==> config.mk <==
export PLATFORM = sky130hd
export DESIGN_NAME = dmem_word_arbiter
export DESIGN_NICKNAME = d
export VERILOG_FILES = /design/src/rtl/dmem_word_arbiter.sv
export SDC_FILE = /design/constraint.sdc
export NUM_CORES = 1
export LEC_CHECK = 0
export CORE_MARGIN = 3
export CORE_UTILIZATION = 30
export DETAILED_ROUTE_END_ITERATION = 12
export DONT_BUFFER_PORTS = 1
export PLACE_DENSITY = 0.52
export SETUP_SLACK_MARGIN = 0.4
export SKIP_CTS_REPAIR_TIMING = 1
export SLEW_MARGIN = 10
export SYNTH_ARGS = -nofsm -noshare
export SYNTH_HDL_FRONTEND = slang
export SYNTH_SLANG_ARGS = --single-unit
==> constraint.sdc <==
create_clock -name clk -period 2.1 [get_ports clk]
set_clock_uncertainty 0.15 [all_clocks]
set_input_delay 0.105 -clock clk [delete_from_list [all_inputs] [get_ports clk]]
set_output_delay 0.105 -clock clk [all_outputs]
set_load 0.05 [all_outputs]
==> src/rtl/dmem_word_arbiter.sv <==
// dmem_word_arbiter: shares one byte-wide data memory port between two word
// requesters (port 0 = processor datapath, port 1 = loader/debug). Each 32-bit
// access is sequenced as four big-endian byte accesses (BYTE state), followed
// by a one-cycle completion pulse (DONE state).
// Optional build macro DMEM_ARB_FIXED_PRI_EN: when defined, port 0 always wins
// ties and the round-robin pointer is removed; otherwise ties alternate.
module dmem_word_arbiter #(
  parameter int ADDR_W = 5,
  parameter int DATA_W = 32
) (
  input  logic              clk,
  input  logic              rst_n,
  input  logic              req0_valid,
  input  logic              req0_we,
  input  logic [ADDR_W-1:0] req0_addr,
  input  logic [DATA_W-1:0] req0_wdata,
  output logic              done0,
  output logic [DATA_W-1:0] rdata0,
  input  logic              req1_valid,
  input  logic              req1_we,
  input  logic [ADDR_W-1:0] req1_addr,
  input  logic [DATA_W-1:0] req1_wdata,
  output logic              done1,
  output logic [DATA_W-1:0] rdata1,
  output logic              busy,
  output logic              gnt_id,
  output logic [ADDR_W-1:0] mem_addr,
  output logic              mem_we,
  output logic [7:0]        mem_wdata,
  input  logic [7:0]        mem_rdata
);

  typedef enum logic [1:0] {
    S_IDLE = 2'd0,
    S_BYTE = 2'd1,
    S_DONE = 2'd2
  } state_t;

  state_t state_q, state_d;

  logic [1:0]        cnt_q, cnt_d;
  logic              gnt_q, gnt_d;
  logic [DATA_W-1:0] rdata0_q, rdata0_d;
  logic [DATA_W-1:0] rdata1_q, rdata1_d;

  // Latched request fields and read assembly; never observed outside BYTE,
  // so they carry no reset.
  logic              we_q, we_d;
  logic [ADDR_W-1:0] addr_q, addr_d;
  logic [DATA_W-1:0] wdata_q, wdata_d;
  logic [23:0]       asm_q, asm_d;

  logic any_req;
  logic win;

`ifndef DMEM_ARB_FIXED_PRI_EN
  logic rr_last_q, rr_last_d;
`endif

  // Pick the winning requester for the current IDLE edge
  always_comb begin
    any_req = req0_valid | req1_valid;
`ifdef DMEM_ARB_FIXED_PRI_EN
    // Processor port takes every tie; port 1 only wins when port 0 is idle.
    win = ~req0_valid;
`else
    // On a tie the port that did not win last time goes next.
    if (req0_valid && req1_valid) begin
      win = ~rr_last_q;
    end else begin
      win = ~req0_valid;
    end
`endif
  end

  // State register plus control flops with asynchronous reset
  always_ff @(posedge clk or negedge rst_n) begin
    if (!rst_n) begin
      state_q  <= S_IDLE;
      cnt_q    <= 2'd0;
      gnt_q    <= 1'b0;
      rdata0_q <= '0;
      rdata1_q <= '0;
`ifndef DMEM_ARB_FIXED_PRI_EN
      rr_last_q <= 1'b1;
`endif
    end else begin
      state_q  <= state_d;
      cnt_q    <= cnt_d;
      gnt_q    <= gnt_d;
      rdata0_q <= rdata0_d;
      rdata1_q <= rdata1_d;
`ifndef DMEM_ARB_FIXED_PRI_EN
      rr_last_q <= rr_last_d;
`endif
    end
  end

  // Data-only registers: latched request and partial read word
  always_ff @(posedge clk) begin
    we_q    <= we_d;
    addr_q  <= addr_d;
    wdata_q <= wdata_d;
    asm_q   <= asm_d;
  end

  // Next-state logic
  always_comb begin
    state_d = state_q;
    case (state_q)
      S_IDLE:  if (any_req) state_d = S_BYTE;
      S_BYTE:  if (cnt_q == 2'd3) state_d = S_DONE;
      S_DONE:  state_d = S_IDLE;
      default: state_d = S_IDLE;
    endcase
  end

  // Grant latching, byte counter and read-word assembly
  always_comb begin
    cnt_d    = cnt_q;
    gnt_d    = gnt_q;
    we_d     = we_q;
    addr_d   = addr_q;
    wdata_d  = wdata_q;
    asm_d    = asm_q;
    rdata0_d = rdata0_q;
    rdata1_d = rdata1_q;
`ifndef DMEM_ARB_FIXED_PRI_EN
    rr_last_d = rr_last_q;
`endif
    case (state_q)
      S_IDLE: begin
        if (any_req) begin
          gnt_d   = win;
          cnt_d   = 2'd0;
          we_d    = win ? req1_we    : req0_we;
          addr_d  = win ? req1_addr  : req0_addr;
          wdata_d = win ? req1_wdata : req0_wdata;
`ifndef DMEM_ARB_FIXED_PRI_EN
          rr_last_d = win;
`endif
        end
      end
      S_BYTE: begin
        cnt_d = cnt_q + 2'd1;
        asm_d = {asm_q[15:0], mem_rdata};
        // Last byte: publish the full word so it is visible with done.
        if (cnt_q == 2'd3 && !we_q) begin
          if (gnt_q) begin
            rdata1_d = {asm_q, mem_rdata};
          end else begin
            rdata0_d = {asm_q, mem_rdata};
          end
        end
      end
      default: ;
    endcase
  end

  // Outputs decoded from state; mem_we falls with the async reset of state_q
  always_comb begin
    busy      = (state_q != S_IDLE);
    gnt_id    = gnt_q;
    done0     = (state_q == S_DONE) && !gnt_q;
    done1     = (state_q == S_DONE) &&  gnt_q;
    rdata0    = rdata0_q;
    rdata1    = rdata1_q;
    mem_we    = 1'b0;
    mem_addr  = '0;
    mem_wdata = 8'd0;
    if (state_q == S_BYTE) begin
      mem_we   = we_q;
      mem_addr = addr_q + ADDR_W'(cnt_q);
      case (cnt_q)
        2'd0:    mem_wdata = wdata_q[31:24];
        2'd1:    mem_wdata = wdata_q[23:16];
        2'd2:    mem_wdata = wdata_q[15:8];
        default: mem_wdata = wdata_q[7:0];
      endcase
    end
  end

endmodule

---- Word level (Yosys, flattened, before mapping) ----
Cells that the tools add are included.
word-level totals
  output and inout bits ................... 82
  word-level logic and storage cells ...... 51
  input bits .............................. 88
  register bits ........................... 132
operators by class
  bitwise logic cells ..................... 4
  equal/unequal tests ..................... 7
  $add $sub $neg .......................... 2
  reduce and logical (&&, ||, !) cells .... 15
  mux-type cells .......................... 13
operators by type and width
  cell                                                 number
  2-to-1 mux 32 bit                                    1
  one-hot mux 8 bit (3 select lines)                   1
  2-to-1 mux 5 bit                                     2
  2-to-1 mux 8 bit                                     1
  one-hot mux 2 bit (2 select lines)                   2
  equality test 2 bit, second input constant           3
  2-to-1 mux 2 bit                                     3
  AND reduction 2 bit                                  3
  AND reduction 3 bit                                  2
  adder 5 x 2 -> 5 bit                                 1
  equality test 2 x 1 -> 1 bit, second input constant  2
  logical AND 1 bit                                    4
  logical NOT 2 bit                                    2
  inequality test 2 bit, second input constant         2
  nonzero test 2 bit                                   2
  2-to-1 mux 1 bit                                     3
  inverter 1 bit                                       3
  adder 2 x 1 -> 2 bit, second input constant          1
  logical NOT 1 bit                                    2
  OR 1 bit                                             1

---- Longest topological paths before layout ----
  depth in word-level cells ............... 3
  depth in mapped cells ................... 6
  depth with buffers taken out ............ 5

---- Worst setup path before layout ----
No wires, ideal clock.
  path kind ............................... reg-to-output
  from .................................... register state_q[1]
  to ...................................... output port mem_wdata[1]
  stages on the path, launching flop included .. 6
  data arrival time ....................... 2.576 ns
  path slack .............................. -0.731 ns
  cell sequence ........................... dfrtp_1 nand2b_1 inv_1 clkbuf_1 o21ai_0 a21oi_1
between the ends
  cells in the longest elaborated chain, start to end .. 2
RTL lines
  what                          RTL line  RTL
  from (decl)                   39        state_t state_q, state_d;
  from (signal assigned)        88        state_q <= state_d;
  equality test 2 x 1 -> 1 bit  171       if (state_q == S_BYTE) begin
  2-to-1 mux 8 bit              171
  to (decl)                     29        output logic [7:0] mem_wdata,
Every way passes these cells.

---- Final worst setup path ----
  from .................................... register cnt_q[0]
  to ...................................... output port mem_addr[4]
between the ends
  cells in the longest elaborated chain, start to end .. 2
RTL lines
  what                    RTL line  RTL
  from (decl)             41        logic [1:0] cnt_q, cnt_d;
  from (signal assigned)  89        cnt_q <= cnt_d;
  adder 5 x 2 -> 5 bit    173       mem_addr = addr_q + ADDR_W'(cnt_q);
  2-to-1 mux 5 bit        171
  to (decl)               27        output logic [ADDR_W-1:0] mem_addr,
Every way passes these cells.

==> flow_metrics.tcl <==
set metrics [dict create \
    status "finished, violations left" \
    violations "hold timing, setup timing" \
    coreArea_um2 17540 \
    final_nets 557 \
    postSynthAreaPerCell_um2 16.92 \
    dieArea_um2 19880 \
    synth_edf_count 62 \
    start_util_pct 31.17 \
    report.final.slew_viol_count 0 \
    reg2reg_from "cnt_q[0]" \
    drtIter0Drc 124 \
    power_mw 14.96 \
    path_buf_inv 3 \
    finalCritPeriodShare_pct 112.9 \
    dpl.hpwl_mm 7.704 \
    p_sw_mw 6.628 \
    yosys.area.top_type "edfxtp_1" \
    crit_family "adder cells" \
    n_antenna_cell 0 \
    final_cells 699 \
    die_h_um 141.0 \
    vias 3297 \
    antenna_found_initial 0 \
    tightest_slew_ns 0.5318 \
    cts.path.max_buffers 2 \
    fmax_mhz 421.7 \
    finalSetupViolations 26 \
    whs_ns -0.7690 \
    layout_setup_ws_ns -0.2715 \
    cpPeakStageDelay_ns 0.36 \
    clkSinkCount 132 \
    syn_nets 419 \
    rows 48 \
    wirelength_mm 13.72 \
    routabilityCongestion 0.7144 \
    mostFrequentLayoutCell "dlygate4sd3_1" \
    synth.top_cell.area_share_pct 34.06 \
    drc 0 \
    io_pins 170 \
    relSlewSlack_pct 64.55 \
    ys_types 31 \
    max_cap_violations 0 \
    ff_latch_area_um2 3616 \
    post-route-cell-area_um2 8158 \
    syn_to_final_growth_pct 49.23 \
    crit_cells 7 \
    vias_per_cell 4.717 \
    power.density_nw_per_um2 1834 \
    vdd_drop_max_mv 1.029 \
    clock_latency_ns 0.42 \
    cp.arrival_ns 2.12 \
    r2r-end "rdata1[12]" \
    synthCells 323 \
    ys_seq_area_share_pct 66.12 \
    final_hold_viol_count 70 \
    cts_buffers 17 \
    io_buffers 0 \
    cp_max_fo 6 \
    cp_slowest_cell "dfrtp_1" \
    nFillCells 1492 \
    root_buffer "clkbuf_16" \
    post-place-cells 557 \
    die_w_um 141.0 \
    gr-usage-all-layers_pct 11.65 \
    layout_common_cells "dlygate4sd3_1, dfrtp_1, mux2_4, edfxtp_1, mux2_2" \
    hold_path.class "input port to asynchronous set/reset pin" \
    grt_pass1_wl_mm 17.58 \
    grt_overflow 0 \
    wire_per_inst_um 19.63 \
    combPwrFrac_pct 36.8 \
    internal-power_mw 8.333 \
    r2r_cells 6 \
    cp-end-kind "output port" \
    clkPwrFrac_pct 18.0 \
    htreeDepth 4 \
    synthTopCellsByArea "edfxtp_1, dfrtp_1, mux2_2" \
    fin_crit_ns 2.371 \
    p_sw_share_pct 44.30 \
    path_class "register to output port" \
    rrSetupSlack_ns -0.02 \
    async_flop_share_pct 53.03 \
    fin_setup_tns_ns -1.925 \
    placed_area_um2 6237 \
    dr.pass1.iters 4 \
    start_kind "register" \
    synth_area_um2 5466 \
    grt_max_degree 71 \
    cts.clk_slew.worst_paths_ns 0.06 \
    cts_tree "built" \
    p_leak_nw 3.333 \
    synth_ff_type "dfrtp_1" \
    ys_ff_latch 132 \
    worstPathRequired_ns 1.85 \
    ys_warn_count 0 \
    seqPwrFrac_pct 45.2 \
    multi_input_area_um2 2125 \
    grt_pass1_vias 3088 \
    drive_gt1_share_pct 46.41 \
    ant_nets 0 \
    crit_chain "buf_6 -> ha_4 -> inv_2 -> fa_2 -> or3_4 -> a21oi_4 -> buf_12" \
    rsz0062_at_grt "true" \
]
[power by group through the flow]
| stage | clock (mW) | combinational [mW] | sequential (mW) |
|---|---|---|---|
| 2_1_floorplan | 0 | 3.02 | 6.58 |
| 3_3_place_gp | 0 | 4.40 | 6.77 |
| 3_5_place_dp | 0 | 4.47 | 6.80 |
| 4_1_cts | 2.77 | 4.49 | 6.75 |
| 5_1_grt | 2.89 | 5.81 | 6.90 |
| 6_report | 2.70 | 5.51 | 6.76 |
[cells in the mapped netlist (3+ instances only)]
library cell and instances:
nor2_1 3, edfxtp_1 62, buf_6 3, mux2_2 71, ha_1 7, dfrtp_1 69
o21ai_0 13, a21oi_1 13, inv_1 9, and2_1 3, clkbuf_1 5, buf_2 6
mux2_4 30, a222oi_1 8
[flip-flops by register name, summed over array words and instances (netlist names)]
name	count
rdata1	32
addr_q	5
cnt_q	2
wdata_q	32
we_q	1
rdata0	32
rr_last_q	1
gnt_id	1
state_q	2
asm_q	24
[through the flow]
step	utilization, %	setup WS [ns]
2_1_floorplan	-	0.09954
3_3_place_gp	35.57	0.04784
3_5_place_dp	35.57	0.02071
4_1_cts	38.59	-0.3651
5_1_grt	46.52	-0.3449
6_report	46.52	-0.2715
[metal layers]
metal	GRT usage, %	up-vias	share of wire (%)
met1	14.32	1653	41
met5	0	-	0
met3	5.801	21	7.6
met2	17.31	132	50
li1	-	1491	-
met4	5.099	0	2.3
[how the worst max path moves through the flow]
stage | start | to | slack, ns
2_1_floorplan | cnt_q[1] | rdata1[0] | 0.1
3_3_place_gp | cnt_q[0] | rdata1[8] | 0.05
3_5_place_dp | cnt_q[1] | rdata1[11] | 0.02
4_1_cts | cnt_q[0] | mem_wdata[1] | -0.37
5_1_grt | cnt_q[0] | mem_addr[4] | -0.34
6_report | cnt_q[0] | mem_addr[4] | -0.27
[area by class of cell]
type                            instances  area share (%)
Sequential cell                       132           44.33
Multi-Input combinational cell        166           26.04
Timing Repair Buffer                  134           18.96
Clock buffer                           19           5.307
Tap cell                              225           3.451
Clock inverter                         13           1.196
Inverter                                9          0.6135
Timing Repair inverter                  1          0.1074
[cells by family (layout without fill, tap and decap cells)]
kind of cell             Yosys count  in the layout  synth area share [%]
AO/OA/AOI/OAI                     37             37                 4.257
multiplexers                     103            103                 23.28
buffers and inverters             25            176                 2.266
XOR/XNOR                           1              1                0.1602
adder cells (fa/ha/maj)            8              8                 1.968
AND/OR/NAND/NOR                   17             17                 1.946
flip-flops                       132            132                 66.13
Power figures use the tool's default switching activity.
